`config.mk`:
```
export PLATFORM = sky130hd
export DESIGN_NAME = spi_slave_core
export DESIGN_NICKNAME = d
export VERILOG_FILES = /design/src/rtl/spi_slave_core.sv
export SDC_FILE = /design/constraint.sdc
export NUM_CORES = 1
export LEC_CHECK = 0
export ABC_AREA = 1
export BUFFER_PORTS_ARGS = -buffer_cell sky130_fd_sc_hd__buf_4
export CAP_MARGIN = 5
export CORE_MARGIN = 2
export CORE_UTILIZATION = 55
export CTS_CLUSTER_SIZE = 25
export DETAILED_ROUTE_END_ITERATION = 6
export PLACE_DENSITY = 0.88
export SYNTH_ARGS = -nofsm -noshare
export SYNTH_HDL_FRONTEND = slang
export SYNTH_SLANG_ARGS = --single-unit
```
`constraint.sdc`:
```
create_clock -name clk_i -period 3.4 [get_ports clk_i]
set_clock_uncertainty 0.15 [all_clocks]
set_input_delay 0.34 -clock clk_i [delete_from_list [all_inputs] [get_ports clk_i]]
set_output_delay 0.34 -clock clk_i [all_outputs]
set_load 0.05 [all_outputs]
```
`src/rtl/spi_slave_core.sv`:
```
// SPI slave byte engine clocked entirely by clk_i: synchronized bus sampling,
// one-entry TX buffer, one-entry RX holding register, modes 0-3, MSB/LSB first.
module spi_slave_core #(
    parameter int         SYNC_STAGES = 2,
    parameter logic [7:0] DUMMY_BYTE  = 8'hFF
) (
    input  logic       clk_i,
    input  logic       rst_i,
    input  logic       en_i,
    input  logic       cpol_i,
    input  logic       cpha_i,
    input  logic       lsb_i,
    input  logic       spi_sck_i,
    input  logic       spi_nss_i,
    input  logic       spi_mosi_i,
    output logic       spi_miso_o,
    output logic       spi_miso_en_o,
    input  logic       tx_valid_i,
    output logic       tx_ready_o,
    input  logic [7:0] tx_data_i,
    output logic       rx_valid_o,
    input  logic       rx_ready_i,
    output logic [7:0] rx_data_o,
    output logic       busy_o,
    output logic       ovf_o,
    output logic       udf_o,
    output logic       abort_o
);

    typedef enum logic {IDLE, ACTIVE} state_t;

    state_t state, next_state;

    logic [SYNC_STAGES-1:0] sck_sync, nss_sync, mosi_sync, sync_fill;
    logic       sck_s, nss_s, mosi_s;
    logic       sck_prev, nss_prev, armed;
    logic       cpol_q, cpha_q, lsb_q;
    logic [2:0] bit_cnt;
    logic [7:0] rx_shift, rx_next;
    logic [7:0] tx_shift, tx_buf;
    logic       tx_full, load_pending;

    logic sck_rise, sck_fall, lead_edge, trail_edge;
    logic nss_fall, nss_rise, run, go_active;
    logic sample_edge, shift_edge, wrap, load, tx_accept, rx_fire, abort_set;

    // NOTE: every register below uses non-blocking assignments so that all
    // flops see pre-edge values of each other; blocking here would create order races.
    always_ff @(posedge clk_i) begin
        if (rst_i) begin
            sck_sync  <= '0;
            nss_sync  <= '1;
            mosi_sync <= '0;
            sync_fill <= '0;
            sck_prev  <= 1'b0;
            nss_prev  <= 1'b1;
            armed     <= 1'b0;
        end else begin
            sck_sync  <= {sck_sync[SYNC_STAGES-2:0], spi_sck_i};
            nss_sync  <= {nss_sync[SYNC_STAGES-2:0], spi_nss_i};
            mosi_sync <= {mosi_sync[SYNC_STAGES-2:0], spi_mosi_i};
            sync_fill <= {sync_fill[SYNC_STAGES-2:0], 1'b1};
            sck_prev  <= sck_s;
            nss_prev  <= nss_s;
            // Only a real high level on the pin arms NSS-fall detection, so a
            // master still holding NSS low across reset is not mistaken for a new frame.
            if (sync_fill[SYNC_STAGES-1] && nss_s)
                armed <= 1'b1;
        end
    end

    assign sck_s  = sck_sync[SYNC_STAGES-1];
    assign nss_s  = nss_sync[SYNC_STAGES-1];
    assign mosi_s = mosi_sync[SYNC_STAGES-1];

    assign sck_rise   = sck_s & ~sck_prev;
    assign sck_fall   = ~sck_s & sck_prev;
    assign lead_edge  = cpol_q ? sck_fall : sck_rise;
    assign trail_edge = cpol_q ? sck_rise : sck_fall;
    assign nss_fall   = armed & nss_prev & ~nss_s;
    assign nss_rise   = nss_s & ~nss_prev;

    assign run         = (state == ACTIVE) && en_i && !nss_rise;
    assign sample_edge = run && (cpha_q ? trail_edge : lead_edge);
    // The first shift edge of each byte is skipped: its first bit is already
    // presented by the load that precedes it.
    assign shift_edge  = run && (cpha_q ? lead_edge : trail_edge) && (bit_cnt != 3'd0);
    assign wrap        = sample_edge && (bit_cnt == 3'd7);
    assign rx_next     = lsb_q ? {mosi_s, rx_shift[7:1]} : {rx_shift[6:0], mosi_s};
    assign load        = go_active || (load_pending && run);
    assign tx_accept   = tx_valid_i && !tx_full;
    assign rx_fire     = rx_valid_o && rx_ready_i;
    assign abort_set   = (state == ACTIVE) && en_i && nss_rise && (bit_cnt != 3'd0);

    always_ff @(posedge clk_i) begin
        if (rst_i)
            state <= IDLE;
        else
            state <= next_state;
    end

    // NOTE: defaults first so every path assigns every output and no latch is inferred.
    always_comb begin
        next_state = state;
        go_active  = 1'b0;
        case (state)
            IDLE: begin
                if (en_i && nss_fall) begin
                    next_state = ACTIVE;
                    go_active  = 1'b1;
                end
            end
            ACTIVE: begin
                if (!en_i || nss_rise)
                    next_state = IDLE;
            end
            default: next_state = IDLE;
        endcase
    end

    always_ff @(posedge clk_i) begin
        if (rst_i) begin
            cpol_q <= 1'b0;
            cpha_q <= 1'b0;
            lsb_q  <= 1'b0;
        end else if (state == IDLE) begin
            cpol_q <= cpol_i;
            cpha_q <= cpha_i;
            lsb_q  <= lsb_i;
        end
    end

    always_ff @(posedge clk_i) begin
        if (rst_i || next_state == IDLE)
            bit_cnt <= 3'd0;
        else if (sample_edge)
            bit_cnt <= bit_cnt + 3'd1;
    end

    always_ff @(posedge clk_i) begin
        if (rst_i) begin
            rx_shift   <= 8'h00;
            rx_valid_o <= 1'b0;
            rx_data_o  <= 8'h00;
            ovf_o      <= 1'b0;
            abort_o    <= 1'b0;
        end else begin
            ovf_o   <= 1'b0;
            abort_o <= abort_set;
            if (sample_edge)
                rx_shift <= rx_next;
            if (!en_i) begin
                rx_valid_o <= 1'b0;
            end else if (wrap) begin
                if (!rx_valid_o || rx_fire) begin
                    rx_valid_o <= 1'b1;
                    rx_data_o  <= rx_next;
                end else begin
                    ovf_o <= 1'b1;
                end
            end else if (rx_fire) begin
                rx_valid_o <= 1'b0;
            end
        end
    end

    always_ff @(posedge clk_i) begin
        if (rst_i) begin
            tx_full      <= 1'b0;
            tx_buf       <= 8'h00;
            tx_shift     <= 8'h00;
            udf_o        <= 1'b0;
            load_pending <= 1'b0;
        end else begin
            udf_o        <= 1'b0;
            load_pending <= wrap;
            if (!en_i) begin
                tx_full <= 1'b0;
            end else begin
                if (load) begin
                    if (tx_full) begin
                        tx_shift <= tx_buf;
                        tx_full  <= 1'b0;
                    end else begin
                        tx_shift <= DUMMY_BYTE;
                        udf_o    <= 1'b1;
                    end
                end else if (shift_edge) begin
                    tx_shift <= lsb_q ? {1'b0, tx_shift[7:1]} : {tx_shift[6:0], 1'b0};
                end
                if (tx_accept) begin
                    tx_buf  <= tx_data_i;
                    tx_full <= 1'b1;
                end
            end
        end
    end

    assign tx_ready_o    = ~tx_full;
    assign busy_o        = (state == ACTIVE);
    assign spi_miso_en_o = (state == ACTIVE);
    assign spi_miso_o    = (state == ACTIVE) ? (lsb_q ? tx_shift[0] : tx_shift[7]) : 1'b0;

endmodule

```
==> results of run 1 <==
[routing by layer]
layer	track usage, %	vias to the layer above	share of wire (%)	wire [um]
li1	-	1113	-	-
met2	34.8	45	49	2260
met4	6.29	0	1.2	55
met3	5.70	5	5.1	232
met5	0	-	0	0
met1	22.7	966	44	2030
[area by class of cell]
class	instances	area share, %
flip-flops and latches	56	39.9
multi-input cells	221	38.9
repair buffers	36	9.63
inverters	41	5.75
clock buffers	7	3.43
well taps	52	2.32
[critical path, stage by stage (launching register included)]
cell and delay, ns:
dfxtp_1 0.32, buf_4 0.23, inv_1 0.20, o21ai_0 0.26, nor2_1 0.07, buf_4 0.19
[cell families (layout without fill, tap and decap cells)]
group / after synthesis / count (layout) / synth area share (%)
buffers and inverters: 56 / 84 / 9.97
AND/OR/NAND/NOR: 156 / 156 / 29.1
adder cells (fa/ha/maj): 3 / 3 / 1.53
flip-flops: 56 / 56 / 45.6
AO/OA/AOI/OAI: 62 / 62 / 13.8
[cell usage after synthesis (5+ instances only)]
cell type  instances
nand2_1           68
dfxtp_1           56
nor2_1            48
inv_1             34
o21ai_0           26
a21oi_1           24
nand3_1           13
nand4_1           10
clkbuf_1           8
o21ai_2            5
[how the worst max path moves through the flow]
| stage | startpoint | to | slack, ns | cells past startpoint |
|---|---|---|---|---|
| detailed placement | busy_o | rx_data_o[1] | 1.41 | 9 |
| CTS | lsb_q | spi_miso_o | 1.30 | 5 |
| finish | lsb_q | spi_miso_o | 1.33 | 5 |
| floorplan | busy_o | spi_miso_o | 1.34 | 3 |
| global route | busy_o | rx_data_o[3] | 1.10 | 9 |
| global placement | busy_o | rx_data_o[6] | 1.47 | 9 |
[power by group through the flow]
stage / combinational [uW] / clock, uW / sequential [uW]
2_1_floorplan: 55.5 / 0 / 694
3_3_place_gp: 82.3 / 0 / 695
3_5_place_dp: 84.3 / 0 / 696
4_1_cts: 84.8 / 395 / 680
5_1_grt: 97.1 / 423 / 682
6_report: 84.8 / 387 / 680
[flip-flops by register name, indices dropped and copies added, names as in the netlist, 2 cells and up]
name,count
rx_data_o,8
rx_shift,8
tx_buf,8
tx_shift,8
bit_cnt,3
mosi_sync,2
nss_sync,2
sck_sync,2
sync_fill,2
[cell usage in the layout, fill, tap and decap left out, types with 2 or more instances in the layout]
master / count
a21boi_0: 3
a21oi_1: 24
buf_4: 36
clkbuf_8: 7
clkinv_1: 2
dfxtp_1: 56
ha_1: 3
inv_1: 34
inv_2: 3
nand2_1: 68
nand2_4: 3
nand3_1: 13
nand4_1: 10
nand4_2: 2
nor2_1: 48
nor2_2: 2
nor3_1: 2
o21ai_0: 26
o21ai_1: 3
o21ai_2: 5
or2_2: 2
[per-stage QoR]
step	power [uW]	setup WS [ns]
6_report	1150	1.33
2_1_floorplan	750	1.34
4_1_cts	1160	1.30
3_5_place_dp	780	1.41
5_1_grt	1200	1.10
3_3_place_gp	777	1.47
==> impl_results.md, run 1 <==
- Outcome: completed
- Fin cells: 413
- Placed cell areas: 2710 um^2
- Maxcap violations: 0
- Startpoint types: register
- Bufs on Longest Clock Path: 2
- Multi-input combinational cell area: 1090 um^2
- Number of global-route vias before repair: 1903
- Mapped Nets: 355
- Worst min-delay path category: in2reg
- Final hold slack: 0.0539 ns
- Routed vias: 2129
- CTS H-tree lvls: 2
- Ant. Diodes: 0
- TritonCTS clock tree: done
- Detailed Route Iter0 Violations: 146
- Nets@finish: 383
- DRT Wirelength: 4.58 mm
- Die Span Y: 70.9 um
- FF-to-FF setup slack: 1.37 ns
- Register area: 1120 um^2
- Gr usage total: 19.6%
- Fmax: 0.484 GHz
- Worst Tran Pin Value: 0.678 ns
- Share of the yosys chip area belonging to registers: 45.6%
- Routed Antenna Nets: 0
- Top_reg_cell synth: dfxtp_1
- RR Startpoint: busy_o
- Relative slew slack: 54.8%
- Initial antenna violation count: 0
- Final core utilization: 64.9%
- Total grt overflow: 0
- YS warnings: 0
- Final Hold Viols: 0
- CTS Sinks: 56
- Clock slew at reported path FFs: 0.09 ns
- Row count: 24
- Critical Path RT: 2.91 ns
- Worst IR drop on VDD: 0.319 mV
- Switching Share: 22.9%
- Pin count of the biggest net entering global routing: 24
- Post-synth top area cell: dfxtp_1
- Core ar.: 4320 um^2
- Seq pwr share: 59.1%
- Switch Pwr: 264 uW
- Synth-to-layout area growth: 14.1%
- Post-synth EDFFs: 0
- Placed insts: 406
- Synth cell types: 33
- Worst reg2reg path depth: 9
- Die area: 5020 um^2
- Slew Limit Fails: 0
- Post-Syn Area: 2460 um^2
- Drt first pass iters: 4
- Post-CTS Setup Bufs: 0
- Leakage: 0.00127 uW
- Hold Path Stages: 2
- Initial Util: 56.9%
- Design Area, Final: 2810 um^2
- Gpl congestion: 0.803
- Logic pwr share: 7.4%
- CP endpoint kind: output port
- Clk pwr share: 33.6%
- CP arrival: 1.58 ns
- Synth area leaders: dfxtp_1 46%, nand2_1 10%, nor2_1 7.3%
- Final period utilization: 60.8%
- Sum of negative setup slack: 0 ns
- Hold_buf cts: 0
- Min-Delay Endpoint: nss_sync[0]
- Flops & latches, synth: 56
- DP HPWL: 3.32 mm
- Critical setup path kind: reg2out
- CTS Root Cell: clkbuf_8
- First-pass GRT wire length: 7.92 mm
- Insertion delay to the later sink of the worst-skew pair: 0.31 ns
- Via density: 5.15
- Async set-reset flop share out of synthesis: 0%
- # setup viols final: 0
- DR DRC count: 0
- Fin crit period: 2.07 ns
- Post-cts resize count: 0
- Port Buf Inserts: 34
- Hold wc startpoint: spi_nss_i
- Internal Power: 888 uW
- Post-Synthesis Cells: 333
- Die Width: 70.9 um
- CP Max Fanout: 23
- Mapped Avg Cell Area: 7.39 um^2
- Reg-to-Reg End: rx_data_o[0]
- Ports: 35
- Layout cell share with drive strength beyond 1: 18.3%
- Share of the synthesized area in the top cell type: 45.6%
- Fill count: 397
- RSZ-0062 raised after global routing: false
- Detailed-route wire length per cell: 11.1 um
- Num CTS Buffers: 5
- Pwr dens: 410 nW/um^2
No activity file was read; power rests on OpenSTA's default activity.
==> run 2, diff against run 1 <==
--- a/config.mk
+++ b/config.mk
@@ -5,7 +5,7 @@
 export SDC_FILE = /design/constraint.sdc
 export NUM_CORES = 1
 export LEC_CHECK = 0
-export ABC_AREA = 1
+export ABC_AREA = 0
 export BUFFER_PORTS_ARGS = -buffer_cell sky130_fd_sc_hd__buf_4
 export CAP_MARGIN = 5
 export CORE_MARGIN = 2
==> constraint.sdc (replaced) <==
create_clock -name clk_i -period 2.1 [get_ports clk_i]
set_clock_uncertainty 0.15 [all_clocks]
set_input_delay 0.21 -clock clk_i [delete_from_list [all_inputs] [get_ports clk_i]]
set_output_delay 0.21 -clock clk_i [all_outputs]
set_load 0.05 [all_outputs]
==> impl_results.md, run 2 <==
- Met2 wire length: 2.47 mm (+9.3%)
- Drt first pass iters: 4 (unchanged)
- Number of global-route vias before repair: 1920 (+0.89%)
- Final Hold Viols: 0 (unchanged)
- Most common cell in the synthesized netlist: dfxtp_1
- Via density: 5.88 (+14%)
- Design Area, Final: 2930 um^2 (+4.5%)
- DR DRC count: 0 (unchanged)
- Register area: 1120 um^2 (unchanged)
- Synth-to-layout area growth: 20.2%
- FF-to-FF setup slack: 0.18 ns (-1.19 ns)
- Final hold slack: 0.0393 ns (-0.0146 ns)
- RR Startpoint: busy_o
- Worst reg2reg path depth: 4 (-5)
- Clk pwr share: 32.5% (-1.1 points)
- Fmax: 0.520 GHz
- Gpl congestion: 0.855 (+6.5%)
- Share of the yosys chip area belonging to registers: 45.9% (+0.35 points)
- Highest routed layer: met4
- Die Width: 70.6 um (-0.36%)
- Gr usage total: 22.8% (+3.2 points)
- M1 wire length: 2.42 mm (+19%)
- Multi-input combinational cell area: 1190 um^2 (+8.5%)
- Flops & latches, synth: 56 (unchanged)
- Worst IR drop on VDD: 0.445 mV (+39%)
- Mapped Nets: 267 (-25%)
- Commonest cells post-synth: 56 x dfxtp_1, 22 x mux2i_1, 17 x a211oi_1, 15 x nor2b_1
- Sum of negative setup slack: 0 ns (unchanged)
- Critical setup path kind: reg2reg
- Hold Path Stages: 3 (+1)
- Detailed Route Iter0 Violations: 186 (+27%)
- Total grt overflow: 0 (unchanged)
- Initial Util: 56.5% (-0.43 points)
- Die area: 4990 um^2 (-0.72%)
- CTS Root Cell: clkbuf_8
- Detailed-route wire length per cell: 15.6 um (+40%)
- CP endpoint kind: register
- Clock slew at reported path FFs: 0.09 ns (about the same)
- Worst min-delay path category: in2reg
- Synth area leaders: dfxtp_1 46%, mux2i_1 9.0%, a211oi_1 5.2%
- Maxcap violations: 0 (unchanged)
- Mapped Avg Cell Area: 9.96 um^2 (+35%)
- Fin crit period: 1.92 ns
- Core ar.: 4320 um^2 (unchanged)
- Insertion delay to the later sink of the worst-skew pair: 0.32 ns (about the same)
- Placed cell areas: 2700 um^2 (-0.32%)
- Post-synth EDFFs: 0 (unchanged)
- Commonest non-fill, non-tap cell in the layout: dfxtp_1
- Final period utilization: 91.6%
- Synth cell types: 39 (+18%)
- Fin cells: 339 (-18%)
- Post-Syn Area: 2440 um^2 (-0.76%)
- Startpoint types: register
- CTS H-tree lvls: 2 (unchanged)
- Ports: 35 (unchanged)
- Final core utilization: 67.9% (+2.9 points)
- Layout cell share with drive strength beyond 1: 20.9% (+2.6 points)
- Outcome: completed
- # setup viols final: 0 (unchanged)
- YS warnings: 0 (unchanged)
- Die Span Y: 70.6 um (-0.36%)
- Ant. Diodes: 0 (unchanged)
- Switch Pwr: 432 uW (+64%)
- CTS Sinks: 56 (unchanged)
- Initial antenna violation count: 0 (unchanged)
- CP arrival: 2.00 ns (+0.42 ns)
- Met3 WL: 264 um (+14%)
- Relative slew slack: 63.8% (+9.0 points)
- Switching Share: 23.2% (+0.27 points)
- Pwr dens: 636 nW/um^2 (+55%)
- Min-Delay Endpoint: tx_full
- Commonest cells after routing, fill and taps aside: 56 x dfxtp_1, 39 x buf_4, 22 x mux2i_1
- DRT Wirelength: 5.28 mm (+15%)
- Port Buf Inserts: 34 (unchanged)
- Async set-reset flop share out of synthesis: 0% (unchanged)
- Reg-to-Reg End: tx_shift[0]
- Pin count of the biggest net entering global routing: 46 (+92%)
- Routed Antenna Nets: 0 (unchanged)
- Slew Limit Fails: 0 (unchanged)
- Routed vias: 1993 (-6.4%)
- Seq pwr share: 58.9% (-0.2 points)
- Post-synth top area cell: dfxtp_1
- Critical Path RT: 2.17 ns (-0.74 ns)
- Worst Tran Pin Value: 0.542 ns (-0.136 ns)
- DP HPWL: 3.39 mm (+1.9%)
- Share of the synthesized area in the top cell type: 45.9% (+0.35 points)
- Fill count: 333 (-16%)
- Bufs on Longest Clock Path: 2 (unchanged)
- Hold wc startpoint: tx_valid_i
- CP Max Fanout: 16 (-30%)
- Logic pwr share: 8.6% (+1.2 points)
- Num CTS Buffers: 5 (unchanged)
- RSZ-0062 raised after global routing: false
- Leakage: 0.00111 uW (-13%)
- Placed insts: 317 (-22%)
- First-pass GRT wire length: 8.98 mm (+13%)
- Post-Synthesis Cells: 245 (-26%)
- Internal Power: 1430 uW (+61%)
- Top_reg_cell synth: dfxtp_1
- TritonCTS clock tree: done
- Nets@finish: 308 (-20%)
- Row count: 24 (unchanged)
[run 2: cell families after synthesis]
logic type	count (synthesis)	synth area share (%)
simple gates	65	15.0
compound gates	70	21.2
buf+inv	25	5.54
xor+xnor	2	0.718
fa+ha+maj	3	1.54
mux	24	10.1
flops	56	45.9
[run 2: layout make-up]
type	instances	share of cell area [%]
sequential	56	38.2
multi-input combinational	164	40.4
clock buffer	8	3.07
timing repair buffer	54	15.4
tap	52	2.22
inverter	5	0.640
[run 2: timing repair]
action / in CTS / in global routing
setup buffers: 0 / 0
hold buffers: 14 / 0
resized for setup: 0 / 1
endpoints found under the setup margin: 0 / 5
hold endpoints to repair: 14 / 0
[run 2: how the worst max path moves through the flow]
stage	startpoint	end	slack [ns]
floorplan	busy_o	spi_miso_o	0.03
global placement	nss_prev	tx_shift[3]	0.29
detailed placement	nss_prev	tx_shift[5]	0.19
CTS	busy_o	tx_shift[5]	0.15
global route	nss_sync[1]	tx_shift[0]	0.05
finish	busy_o	tx_shift[0]	0.18
[run 2: worst max-delay path: stages, from the launching register on]
cell and delay [ns]:
dfxtp_1 0.52, and2b_4 0.25, a32oi_4 0.40, o21ai_0 0.21, a311oi_1 0.29
[run 2: metal layers]
layer / vias to the layer above / track usage, %
li1: 994 / -
met1: 927 / 30.2
met2: 63 / 36.3
met3: 9 / 3.85
met4: 0 / 11.3
met5: - / 0
[run 2: power by group through the flow]
stage	clock network (uW)	logic, uW	registers (uW)
finish	606	160	1100
global route	642	175	1100
CTS	620	159	1100
detailed placement	0	137	1120
global placement	0	134	1120
floorplan	0	93.9	1120
[run 2: stage by stage]
step	worst slack, ns	total power [uW]
finish	0.176	1870
global route	0.0468	1920
floorplan	0.0297	1210
global placement	0.289	1260
CTS	0.152	1880
detailed placement	0.191	1260
